===== src/rtl/swt16_hazard_ctrl_if.sv =====
// Decoder <-> hazard controller bundle: DC operand/destination info in, stall/flush/forward controls out.
// in_dc_valid qualifies every in_dc_* field for the current cycle; outputs are valid every cycle (no ready).
interface swt16_hazard_ctrl_if #(
    parameter int REG_IDX_WIDTH = 4
);
    logic                     in_dc_valid;
    logic [REG_IDX_WIDTH-1:0] in_dc_src1_idx;
    logic                     in_dc_src1_used;
    logic [REG_IDX_WIDTH-1:0] in_dc_src2_idx;
    logic                     in_dc_src2_used;
    logic [REG_IDX_WIDTH-1:0] in_dc_dst_idx;
    logic                     in_dc_wr_reg;
    logic                     in_dc_is_load;
    logic                     in_set_pc;
    logic                     out_stall;
    logic                     out_bubble;
    logic                     out_flush;
    logic [2:0]               out_fwd_sel1;
    logic [2:0]               out_fwd_sel2;

    modport master (
        output in_dc_valid, in_dc_src1_idx, in_dc_src1_used, in_dc_src2_idx, in_dc_src2_used,
               in_dc_dst_idx, in_dc_wr_reg, in_dc_is_load, in_set_pc,
        input  out_stall, out_bubble, out_flush, out_fwd_sel1, out_fwd_sel2
    );

    modport slave (
        input  in_dc_valid, in_dc_src1_idx, in_dc_src1_used, in_dc_src2_idx, in_dc_src2_used,
               in_dc_dst_idx, in_dc_wr_reg, in_dc_is_load, in_set_pc,
        output out_stall, out_bubble, out_flush, out_fwd_sel1, out_fwd_sel2
    );
endinterface


===== src/rtl/swt16_hazard_ctrl.sv =====
// swt16 hazard controller: scoreboard of in-flight destinations driving forwarding selects,
// load-use stalls and multi-cycle flushes after taken jumps.
module swt16_hazard_ctrl #(
    parameter int REG_IDX_WIDTH    = 4,
    parameter int NUM_TRACK_STAGES = 3,
    parameter int LOAD_USE_STALL   = 1,
    parameter int FLUSH_CYCLES     = 2,
    parameter bit ZERO_REG_FIXED   = 1'b1
) (
    input  logic               clock,
    input  logic               reset,
    swt16_hazard_ctrl_if.slave hz
);
    localparam int N    = NUM_TRACK_STAGES;
    localparam int W    = REG_IDX_WIDTH;
    localparam int SC_W = (LOAD_USE_STALL > 0) ? $clog2(LOAD_USE_STALL + 1) : 1;
    localparam int FC_W = $clog2(FLUSH_CYCLES + 1);
    // The detection cycle itself is the first stall/flush cycle, so counters load max-1.
    localparam logic [SC_W-1:0] STALL_RELOAD = SC_W'((LOAD_USE_STALL > 0) ? LOAD_USE_STALL - 1 : 0);
    localparam logic [FC_W-1:0] FLUSH_RELOAD = FC_W'(FLUSH_CYCLES - 1);

    logic [N-1:0]        sb_vld_q, sb_vld_d;
    logic [N-1:0]        sb_wr_q, sb_wr_d;
    logic [N-1:0]        sb_ld_q, sb_ld_d;
    logic [N-1:0][W-1:0] sb_dst_q, sb_dst_d;
    logic [SC_W-1:0]     stall_cnt_q, stall_cnt_d;
    logic [FC_W-1:0]     flush_cnt_q, flush_cnt_d;

    logic [N-1:0] match1, match2;
    logic [2:0]   sel1, sel2;
    logic         flush_req, flush, ld_hit, stall;

    always_comb begin
        match1 = '0;
        match2 = '0;
        for (int k = 0; k < N; k++) begin
            match1[k] = hz.in_dc_src1_used & sb_vld_q[k] & sb_wr_q[k]
                      & (sb_dst_q[k] == hz.in_dc_src1_idx)
                      & !(ZERO_REG_FIXED && (hz.in_dc_src1_idx == '0));
            match2[k] = hz.in_dc_src2_used & sb_vld_q[k] & sb_wr_q[k]
                      & (sb_dst_q[k] == hz.in_dc_src2_idx)
                      & !(ZERO_REG_FIXED && (hz.in_dc_src2_idx == '0));
        end
    end

    // Scan oldest to youngest so the youngest match overwrites older ones.
    always_comb begin
        sel1 = '0;
        sel2 = '0;
        for (int k = N - 1; k >= 0; k--) begin
            if (match1[k]) sel1 = 3'(k + 1);
            if (match2[k]) sel2 = 3'(k + 1);
        end
    end

    // in_set_pc is masked in reset so outputs stay low while reset is held.
    assign flush_req = hz.in_set_pc & reset;
    assign flush     = flush_req | (flush_cnt_q != '0);
    assign ld_hit    = (LOAD_USE_STALL != 0) && hz.in_dc_valid && sb_ld_q[0]
                     && (match1[0] || match2[0]);
    assign stall     = !flush && (ld_hit || (stall_cnt_q != '0));

    always_comb begin
        stall_cnt_d = '0;
        if (flush)                   stall_cnt_d = '0;
        else if (stall_cnt_q != '0)  stall_cnt_d = stall_cnt_q - 1'b1;
        else if (ld_hit)             stall_cnt_d = STALL_RELOAD;

        flush_cnt_d = '0;
        if (flush_req)               flush_cnt_d = FLUSH_RELOAD;
        else if (flush_cnt_q != '0)  flush_cnt_d = flush_cnt_q - 1'b1;
    end

    always_comb begin
        sb_vld_d    = '0;
        sb_wr_d     = '0;
        sb_ld_d     = '0;
        sb_dst_d    = '0;
        sb_vld_d[0] = hz.in_dc_valid & !stall & !flush;
        sb_wr_d[0]  = hz.in_dc_wr_reg;
        sb_ld_d[0]  = hz.in_dc_is_load;
        sb_dst_d[0] = hz.in_dc_dst_idx;
        for (int k = 1; k < N; k++) begin
            sb_vld_d[k] = sb_vld_q[k-1];
            sb_wr_d[k]  = sb_wr_q[k-1];
            sb_ld_d[k]  = sb_ld_q[k-1];
            sb_dst_d[k] = sb_dst_q[k-1];
        end
    end

    always_ff @(posedge clock or negedge reset) begin
        if (!reset) begin
            sb_vld_q    <= '0;
            sb_wr_q     <= '0;
            sb_ld_q     <= '0;
            sb_dst_q    <= '0;
            stall_cnt_q <= '0;
            flush_cnt_q <= '0;
        end else begin
            sb_vld_q    <= sb_vld_d;
            sb_wr_q     <= sb_wr_d;
            sb_ld_q     <= sb_ld_d;
            sb_dst_q    <= sb_dst_d;
            stall_cnt_q <= stall_cnt_d;
            flush_cnt_q <= flush_cnt_d;
        end
    end

    assign hz.out_stall    = stall;
    assign hz.out_bubble   = stall | flush;
    assign hz.out_flush    = flush;
    assign hz.out_fwd_sel1 = sel1;
    assign hz.out_fwd_sel2 = sel2;
endmodule


===== src/flat_wrapper.sv =====
// flat-port wrapper written by rule: the top's interface ports become plain ports
module swt16_hazard_ctrl_flat 
#(
    parameter int REG_IDX_WIDTH    = 4,
    parameter int NUM_TRACK_STAGES = 3,
    parameter int LOAD_USE_STALL   = 1,
    parameter int FLUSH_CYCLES     = 2,
    parameter bit ZERO_REG_FIXED   = 1'b1
)
  (clock, reset, hz_in_dc_valid, hz_in_dc_src1_idx, hz_in_dc_src1_used, hz_in_dc_src2_idx, hz_in_dc_src2_used, hz_in_dc_dst_idx, hz_in_dc_wr_reg, hz_in_dc_is_load, hz_in_set_pc, hz_out_stall, hz_out_bubble, hz_out_flush, hz_out_fwd_sel1, hz_out_fwd_sel2);
  swt16_hazard_ctrl_if #(.REG_IDX_WIDTH(REG_IDX_WIDTH)) hz_i ();
  input  logic clock;
  input  logic reset;
  input wire logic [$bits(hz_i.in_dc_valid)-1:0] hz_in_dc_valid;
  input wire logic [$bits(hz_i.in_dc_src1_idx)-1:0] hz_in_dc_src1_idx;
  input wire logic [$bits(hz_i.in_dc_src1_used)-1:0] hz_in_dc_src1_used;
  input wire logic [$bits(hz_i.in_dc_src2_idx)-1:0] hz_in_dc_src2_idx;
  input wire logic [$bits(hz_i.in_dc_src2_used)-1:0] hz_in_dc_src2_used;
  input wire logic [$bits(hz_i.in_dc_dst_idx)-1:0] hz_in_dc_dst_idx;
  input wire logic [$bits(hz_i.in_dc_wr_reg)-1:0] hz_in_dc_wr_reg;
  input wire logic [$bits(hz_i.in_dc_is_load)-1:0] hz_in_dc_is_load;
  input wire logic [$bits(hz_i.in_set_pc)-1:0] hz_in_set_pc;
  output wire logic [$bits(hz_i.out_stall)-1:0] hz_out_stall;
  output wire logic [$bits(hz_i.out_bubble)-1:0] hz_out_bubble;
  output wire logic [$bits(hz_i.out_flush)-1:0] hz_out_flush;
  output wire logic [$bits(hz_i.out_fwd_sel1)-1:0] hz_out_fwd_sel1;
  output wire logic [$bits(hz_i.out_fwd_sel2)-1:0] hz_out_fwd_sel2;
  assign hz_i.in_dc_valid = hz_in_dc_valid;
  assign hz_i.in_dc_src1_idx = hz_in_dc_src1_idx;
  assign hz_i.in_dc_src1_used = hz_in_dc_src1_used;
  assign hz_i.in_dc_src2_idx = hz_in_dc_src2_idx;
  assign hz_i.in_dc_src2_used = hz_in_dc_src2_used;
  assign hz_i.in_dc_dst_idx = hz_in_dc_dst_idx;
  assign hz_i.in_dc_wr_reg = hz_in_dc_wr_reg;
  assign hz_i.in_dc_is_load = hz_in_dc_is_load;
  assign hz_i.in_set_pc = hz_in_set_pc;
  assign hz_out_stall = hz_i.out_stall;
  assign hz_out_bubble = hz_i.out_bubble;
  assign hz_out_flush = hz_i.out_flush;
  assign hz_out_fwd_sel1 = hz_i.out_fwd_sel1;
  assign hz_out_fwd_sel2 = hz_i.out_fwd_sel2;
  swt16_hazard_ctrl #(.REG_IDX_WIDTH(REG_IDX_WIDTH), .NUM_TRACK_STAGES(NUM_TRACK_STAGES), .LOAD_USE_STALL(LOAD_USE_STALL), .FLUSH_CYCLES(FLUSH_CYCLES), .ZERO_REG_FIXED(ZERO_REG_FIXED)) u_core (.clock(clock), .reset(reset), .hz(hz_i));
endmodule

===== config.mk =====
export PLATFORM = sky130hd
export DESIGN_NAME = swt16_hazard_ctrl_flat
export DESIGN_NICKNAME = d
export VERILOG_FILES = /design/src/rtl/swt16_hazard_ctrl_if.sv /design/src/rtl/swt16_hazard_ctrl.sv /design/src/flat_wrapper.sv
export SDC_FILE = /design/constraint.sdc
export NUM_CORES = 1
export LEC_CHECK = 0
export BUFFER_PORTS_ARGS = -buffer_cell sky130_fd_sc_hd__buf_2
export CAP_MARGIN = 10
export CORE_MARGIN = 4
export CORE_UTILIZATION = 50
export DETAILED_ROUTE_END_ITERATION = 7
export GPL_TIMING_DRIVEN = 0
export PLACE_DENSITY = 0.88
export SYNTH_ARGS = -nofsm -noshare
export SYNTH_HDL_FRONTEND = slang
export SYNTH_SLANG_ARGS = --single-unit

===== constraint.sdc =====
create_clock -name clock -period 1.8 [get_ports clock]
set_clock_uncertainty 0.05 [all_clocks]
set_input_delay 0.18 -clock clock [delete_from_list [all_inputs] [get_ports clock]]
set_output_delay 0.18 -clock clock [all_outputs]
set_load 0.1 [all_outputs]

Yosys cells after proc, flatten, opt, wreduce, memory -nomap -nowiden --
Index checks and enable logic that the tools add are counted.
Word-level totals: register bits after elaboration 22, input port bits 20, output and inout port bits 9, logic and storage cells 67
Operators by class: add/sub/neg operators 2, equal/unequal tests 6, mux-type cells 10, bitwise logic cells 29, reduce and logical (&&, ||, !) cells 12
Operator list (number):
- 1-bit AND | 27
- 4-bit == test | 6
- 3-bit 2-to-1 mux | 4
- 4-bit logical NOT | 2
- 2-bit 2-to-1 mux | 4
- 1-bit logical NOT | 4
- 1-bit logical AND | 3
- 1-bit logical OR | 2
- 1-bit 2-to-1 mux | 2
- 1-bit OR | 2
- 2-bit nonzero test | 1
- 2-bit by 1-bit subtractor with 2-bit output (second input constant) | 1
- 1-bit subtractor (second input constant) | 1

Logic depth before layout (Yosys ltp) --
Gate-level depths: netlist of run 1.
depth in word-level cells 11, gate-level depth with buffers 5, depth with buffers taken out 5

Worst setup path before layout of run 1 --
Ideal clock, no wire load.
kind flip-flop to output port, from reg u_core.sb_dst_q, in the netlist u_core.sb_dst_d[6], to out hz_out_bubble, data arrival time 2.377 ns, required time 1.570 ns, path slack -0.807 ns, stages on the path, launching flop included 5, path buffers 0, path through dfrtp_1 xor2_1 nor4_2 o21ai_2 o21ai_1
Between the ends: word-level cells in the longest chain between the ends 8, elaborated cells between the ends (all ways) 11, those cells by class eq/ne (2); bitwise (5); reduce/logical (4)
RTL lines:
- start: declaration | line swt16_hazard_ctrl.sv:25 | logic [N-1:0][W-1:0] sb_dst_q, sb_dst_d;
- start signal: assignment | line swt16_hazard_ctrl.sv:103 | sb_dst_q <= sb_dst_d;
- 4-bit == test, on equally long branches | line swt16_hazard_ctrl.sv:38, swt16_hazard_ctrl.sv:41
- 1-bit AND, on equally long branches | line swt16_hazard_ctrl.sv:38, swt16_hazard_ctrl.sv:41
- 1-bit AND, on equally long branches | line swt16_hazard_ctrl.sv:39, swt16_hazard_ctrl.sv:42
- 1-bit logical OR * | line swt16_hazard_ctrl.sv:60 | && (match1[0] || match2[0]);
- 1-bit logical AND * | line swt16_hazard_ctrl.sv:60
- 1-bit logical OR * | line swt16_hazard_ctrl.sv:61 | assign stall = !flush && (ld_hit || (stall_cnt_q != '0));
- 1-bit logical AND * | line swt16_hazard_ctrl.sv:61
- 1-bit OR * | line swt16_hazard_ctrl.sv:110 | assign hz.out_bubble = stall | flush;
- end: declaration | line flat_wrapper.sv:24 | output wire logic [$bits(hz_i.out_bubble)-1:0] hz_out_bubble;
Mark *: on every way between the ends. The rest lies on a longest branch, timed or not.

Worst setup path in the final report of run 1 --
from reg u_core.sb_dst_q, in the netlist u_core.sb_dst_d[4], to out hz_out_bubble
Same word-level chain as after synthesis.

==> results of run 1 <==
## cell usage after synthesis
cell and n:
nor4_4 1, inv_1 3, nand2b_1 4, o21ai_0 1, nand2_1 4, buf_4 2
nor2_1 1, nor3_1 1, dfrtp_1 21, nor4_1 2, and2b_1 1, o21ai_2 1
nand3_1 3, xnor2_1 14, o21ai_1 1, or4_4 1, a211oi_1 1, o41ai_2 1
a21oi_1 1, nand4_1 3, o41ai_4 1, a21oi_2 1, conb_1 1, nor4_2 1
xor2_1 10, and3_1 1
## sequential cells by signal (all words and copies together) (netlist names)
| signal | count |
|---|---|
| u_core.flush_cnt_q | 2 |
| u_core.sb_dst_d | 8 |
| u_core.sb_dst_q | 4 |
| u_core.sb_ld_q | 1 |
| u_core.sb_vld_q | 3 |
| u_core.sb_wr_q | 3 |
## power by group through the flow
stage,Clock (mW),Combinational [mW],Sequential (mW)
3_3_place_gp,0,0.181,0.523
2_1_floorplan,0,0.125,0.520
3_5_place_dp,0,0.184,0.525
4_1_cts,0.223,0.215,0.515
5_1_grt,0.238,0.233,0.518
6_report,0.216,0.219,0.516
## worst max-delay path: stages (launching register included)
cell,delay [ps]
dfrtp_1,440
xnor2_1,170
nand3_1,140
nor4_4,340
o21ai_2,160
o21ai_4,160
buf_12,190
## logic make-up after synthesis
kind of cell | after synthesis | synth area share, %
AOI/OAI and AO/OA | 8 | 8.35
other | 1 | 0.374
xor gates and xnor gates | 24 | 20.9
DFF | 21 | 52.4
and+or+nand+nor | 23 | 15.3
buffers and inverters | 5 | 2.62
## area by class of cell
class	instances	area [sq um]	share of cell area (%)
Timing Repair Buffer	39	335	22.5
Clock buffer	4	26.3	1.77
Inverter	3	11.3	0.757
Sequential cell	21	526	35.3
Multi-Input combinational cell	57	543	36.5
Tap cell	25	31.3	2.10
Buffer	2	15.0	1.01
## per-stage QoR
stage / hold slack [ps] / instance area (sq um)
after floorplan: -166 / 1050
after global placement: 103 / 1210
after detailed placement: 108 / 1210
after CTS: 99.5 / 1460
after global routing: 147 / 1490
final: 103 / 1490
## per-layer routing
metal | vias to the layer above | global-route usage (%) | part of all wire, %
li1 | 364 | - | -
met1 | 347 | 22.2 | 42
met2 | 17 | 32.6 | 55
met3 | 0 | 1.99 | 3.2
met4 | 0 | 5.11 | 0
met5 | - | 0 | 0
## worst max-delay path by stage
stage,startpoint,to,slack (ps),cells after the start
floorplan,u_core.sb_dst_d[6]$_DFF_PN0_,hz_out_bubble,-150,4
global placement,u_core.sb_dst_d[6]$_DFF_PN0_,hz_out_bubble,-260,5
detailed placement,u_core.sb_dst_d[6]$_DFF_PN0_,hz_out_bubble,-300,5
CTS,u_core.sb_dst_d[7]$_DFF_PN0_,hz_out_bubble,-340,6
global route,u_core.sb_dst_d[4]$_DFF_PN0_,hz_out_bubble,-440,6
finish,u_core.sb_dst_d[4]$_DFF_PN0_,hz_out_bubble,-320,6
## repair_timing
| action | 4_1_cts | 5_1_grt |
|---|---|---|
| endpoints found under the hold margin | 27 | 0 |
| endpoints found under the setup margin | 7 | 6 |
| resized for setup | 29 | 2 |
| gates cloned | 0 | 0 |
| hold buffers | 7 | 0 |
| pin swaps | 7 | 7 |
| setup buffers | 4 | 3 |
==> results_dict.tcl, run 1 <==
set metrics [dict create \
    hold_path.startpoint "hz_in_set_pc" \
    setup_viol 6 \
    dr.pass1.iters 4 \
    cp-end-kind "primary output" \
    ir_worst_vdd_v 0.000512 \
    path_clk_slew_ps 110 \
    power_uw 951 \
    place_ws_ps -305 \
    start_kind "register" \
    clock.fmax_ghz 0.471 \
    pin_count 29 \
    wl_per_cell_um 15.0 \
    r2r-start "u_core.sb_dst_d[4]$_DFF_PN0_" \
    comb_power_share_pct 23.1 \
    intPower_uw 668 \
    antenna_cells 0 \
    grt_setup_unrepaired "true" \
    ys_seq_elements 21 \
    rrSetupSlack_ps 220 \
    grt_overflow 0 \
    ys_top_cells_by_area "dfrtp_1 (52%), xnor2_1 (12%), xor2_1 (8.7%)" \
    fill_cells 106 \
    num_vias 728 \
    layout-drive-gt1-share_pct 42.1 \
    critical_path_required_ps 1570 \
    p_sw_uw 282 \
    r2r_cells 5 \
    grt_max_degree 22 \
    holdPathEnd "u_core.flush_cnt_q[0]$_DFF_PN0_" \
    yosysWarnings 0 \
    io_buffers 26 \
    cts_buffer_depth 2 \
    drv_cap 0 \
    fp.dieArea_sq_um 2790 \
    min_period_ps 2120 \
    seqPwrFrac_pct 54.2 \
    drt-initial-drc-count 7 \
    final_util_pct 81.7 \
    r2r-end "u_core.sb_vld_q[0]$_DFF_PN0_" \
    drc 0 \
    syn_area_sq_um 1000 \
    grt_pass1_wl_mm 3.64 \
    crit_arrival_ps 1890 \
    yosysSeqAreaShare_pct 52.4 \
    die_w_um 52.8 \
    crit_type "reg2out" \
    synth_cell_types 26 \
    syn_to_final_growth_pct 48.3 \
    fin_crit_sh_pct 118 \
    outcome "finished, violations left" \
    antenna_found_initial 0 \
    yosysTopAreaCell "dfrtp_1" \
    initial_utilization_pct 55.1 \
    cts_tree "yes" \
    hold_violations 0 \
    violations "setup timing" \
    htreeDepth 1 \
    fp.dieH_um 52.8 \
    vias_per_cell 4.82 \
    worstHoldPathType "in2reg" \
    slew_headroom_pct 39.2 \
    root_buffer "clkbuf_4" \
    leakage_nw 0.660 \
    core-area_sq_um 1820 \
    place_inst 134 \
    hpwl_mm 1.52 \
    numCtsBuffers 3 \
    power_density_nw_per_um2 639 \
    maxSlewViolCount 0 \
    fin_ws_ps -324 \
    avgSynthCellArea_sq_um 12.2 \
    mostFrequentLayoutCell "dfrtp_1" \
    gr-usage-all-layers_pct 18.0 \
    routed_wl_mm 2.26 \
    critPathMaxFanout 3 \
    syn_inst 82 \
    grt_pass1_vias 815 \
    hold_depth 3 \
    setup_tns_ps -1570 \
    worst_pin_slew_ps 908 \
    layout_common_cells "dfrtp_1 (21), buf_2 (20), xnor2_1 (14), xor2_1 (10), buf_4 (8)" \
    gp_congestion 0.856 \
    row_count 15 \
    ant_nets 0 \
    switching_share_pct 29.7 \
    synth_top_area_share_pct 52.4 \
    clk_latency_ps 290 \
    pwr-share-clk_pct 22.7 \
    final_cells 151 \
    final_nets 147 \
    numClockSinks 21 \
]
Note: power is estimated with default switching activity, not from simulation.
==> run 2: changes to the inputs <==
--- a/config.mk
+++ b/config.mk
@@ -12,6 +12,7 @@
 export DETAILED_ROUTE_END_ITERATION = 7
 export GPL_TIMING_DRIVEN = 0
 export PLACE_DENSITY = 0.88
+export RECOVER_POWER = 50
 export SYNTH_ARGS = -nofsm -noshare
 export SYNTH_HDL_FRONTEND = slang
 export SYNTH_SLANG_ARGS = --single-unit
==> results_dict.tcl, run 2 (synthesized netlist as in run 1, its figures left out) <==
set metrics [dict create \
    outcome "finished, violations left" \
    violations "setup timing" \
    dr.pass1.iters 4 \
    ant_nets 0 \
    startpoint "u_core.sb_dst_d[4]$_DFF_PN0_" \
    seqPwrFrac_pct 54.3 \
    grt_max_degree 22 \
    clk_latency_ps 290 \
    numClockSinks 21 \
    htreeDepth 1 \
    critPathMaxFanout 3 \
    max_stage_delay_ps 440 \
    core-area_sq_um 1820 \
    worstHoldPathType "in2reg" \
    maxSlewViolCount 0 \
    power_uw 950 \
    cp_top_family "simple AND/OR/NAND/NOR gates" \
    grt_pass1_wl_mm 3.64 \
    hpwl_mm 1.52 \
    io_buffers 26 \
    worst_pin_slew_ps 907 \
    p_sw_uw 283 \
    grt_pass1_vias 815 \
    switching_share_pct 29.8 \
    gr-usage-all-layers_pct 18.0 \
    path_clk_slew_ps 110 \
    final_nets 147 \
    num_vias 736 \
    comb_power_share_pct 23.0 \
    antenna_cells 0 \
    drc 0 \
    antenna_found_initial 0 \
    fin_crit_sh_pct 118 \
    r2r-start "u_core.sb_dst_d[4]$_DFF_PN0_" \
    layout_common_cells "dfrtp_1 (21), buf_2 (19), xnor2_1 (14), xor2_1 (10), dlygate4sd3_1 (7)" \
    syn_to_final_growth_pct 47.8 \
    critical_path_required_ps 1570 \
    layout-drive-gt1-share_pct 40.5 \
    start_kind "register" \
    placed_area_sq_um 1210 \
    hold_violations 0 \
    wl_per_cell_um 15.0 \
    power_density_nw_per_um2 640 \
    cp-end-kind "primary output" \
    clock.fmax_ghz 0.471 \
    fp.dieArea_sq_um 2790 \
    initial_utilization_pct 55.1 \
    place_inst 134 \
    finish.instance_area_sq_um 1480 \
    drv_cap 0 \
    grt_overflow 0 \
    gp_congestion 0.856 \
    critPathBufInv 1 \
    final_util_pct 81.4 \
    hold_path.startpoint "hz_in_set_pc" \
    leakage_nw 0.654 \
    pwr-share-clk_pct 22.7 \
    intPower_uw 667 \
    numCtsBuffers 3 \
    die_w_um 52.8 \
    cts_tree "yes" \
    setup_tns_ps -1560 \
    grt_setup_unrepaired "true" \
    slew_headroom_pct 39.4 \
    path_cells "xnor2_1, nand3_1, nor4_4, o21ai_2, o21ai_4, buf_12" \
    fp.dieH_um 52.8 \
    fin_ws_ps -324 \
    vias_per_cell 4.87 \
    cts_buffer_depth 2 \
    drt-initial-drc-count 12 \
    root_buffer "clkbuf_4" \
    routed_wl_mm 2.27 \
    mostFrequentLayoutCell "dfrtp_1" \
    crit_type "reg2out" \
    ir_worst_vdd_v 0.000540 \
    final_cells 151 \
    fill_cells 107 \
    setup_viol 6 \
    row_count 15 \
    crit_arrival_ps 1890 \
    crit_slowest_cell "dfrtp_1" \
    min_period_ps 2120 \
    largest_reg_flops 8 \
    pin_count 29 \
]
## run 2: repair_timing
| action | 4_1_cts | 5_1_grt |
|---|---|---|
| hold buffers | 7 | 0 |
| resized for setup | 29 | 2 |
| pin swaps | 7 | 7 |
| hold endpoints to repair | 27 | 0 |
| setup endpoints to repair | 7 | 6 |
| buffers inserted | 4 | 3 |
## run 2: power groups by stage
stage	clock [mW]	sequential [mW]	combinational [mW]
after floorplan	0	0.520	0.125
after global placement	0	0.523	0.181
after detailed placement	0	0.525	0.184
after CTS	0.223	0.515	0.215
after global routing	0.238	0.518	0.232
final	0.216	0.515	0.218
## run 2: tightest hold or removal path: stages
cell	delay (ps)
buf_2	100
nand2_1	60
o21ai_0	70
## run 2: layer usage
metal | share of wire [%] | GRT usage, % | up-vias
met4 | 0 | 5.11 | 0
met5 | 0 | 0 | -
met2 | 55 | 32.6 | 17
li1 | - | - | 363
met1 | 42 | 22.2 | 356
met3 | 3.2 | 1.99 | 0
## run 2: layout make-up
class / count / area [sq um] / share of cell area (%)
Buffer: 2 / 15.0 / 1.01
Clock buffer: 4 / 26.3 / 1.77
Inverter: 3 / 11.3 / 0.759
Multi-Input combinational cell: 57 / 543 / 36.6
Sequential cell: 21 / 526 / 35.4
Tap cell: 25 / 31.3 / 2.11
Timing Repair Buffer: 39 / 330 / 22.3
## run 2: stage by stage
step / worst slack (ps) / hold slack [ps]
floorplan: -149 / -166
global placement: -262 / 103
detailed placement: -305 / 108
CTS: -342 / 99.5
global route: -437 / 147
finish: -324 / 104
## run 2: path summary, 6_finish.rpt
check,to,slack [ps],cells past startpoint
setup / recovery,hz_out_bubble,-320,6
hold / removal,u_core.flush_cnt_q[0]$_DFF_PN0_,100,3
setup reg to reg,u_core.sb_vld_q[0]$_DFF_PN0_,220,5
hold reg to reg,u_core.sb_wr_q[2]$_DFF_PN0_,330,0
max in group asynchronous,u_core.sb_vld_q[1]$_DFF_PN0_,540,2
min in group asynchronous,u_core.sb_dst_d[7]$_DFF_PN0_,610,2
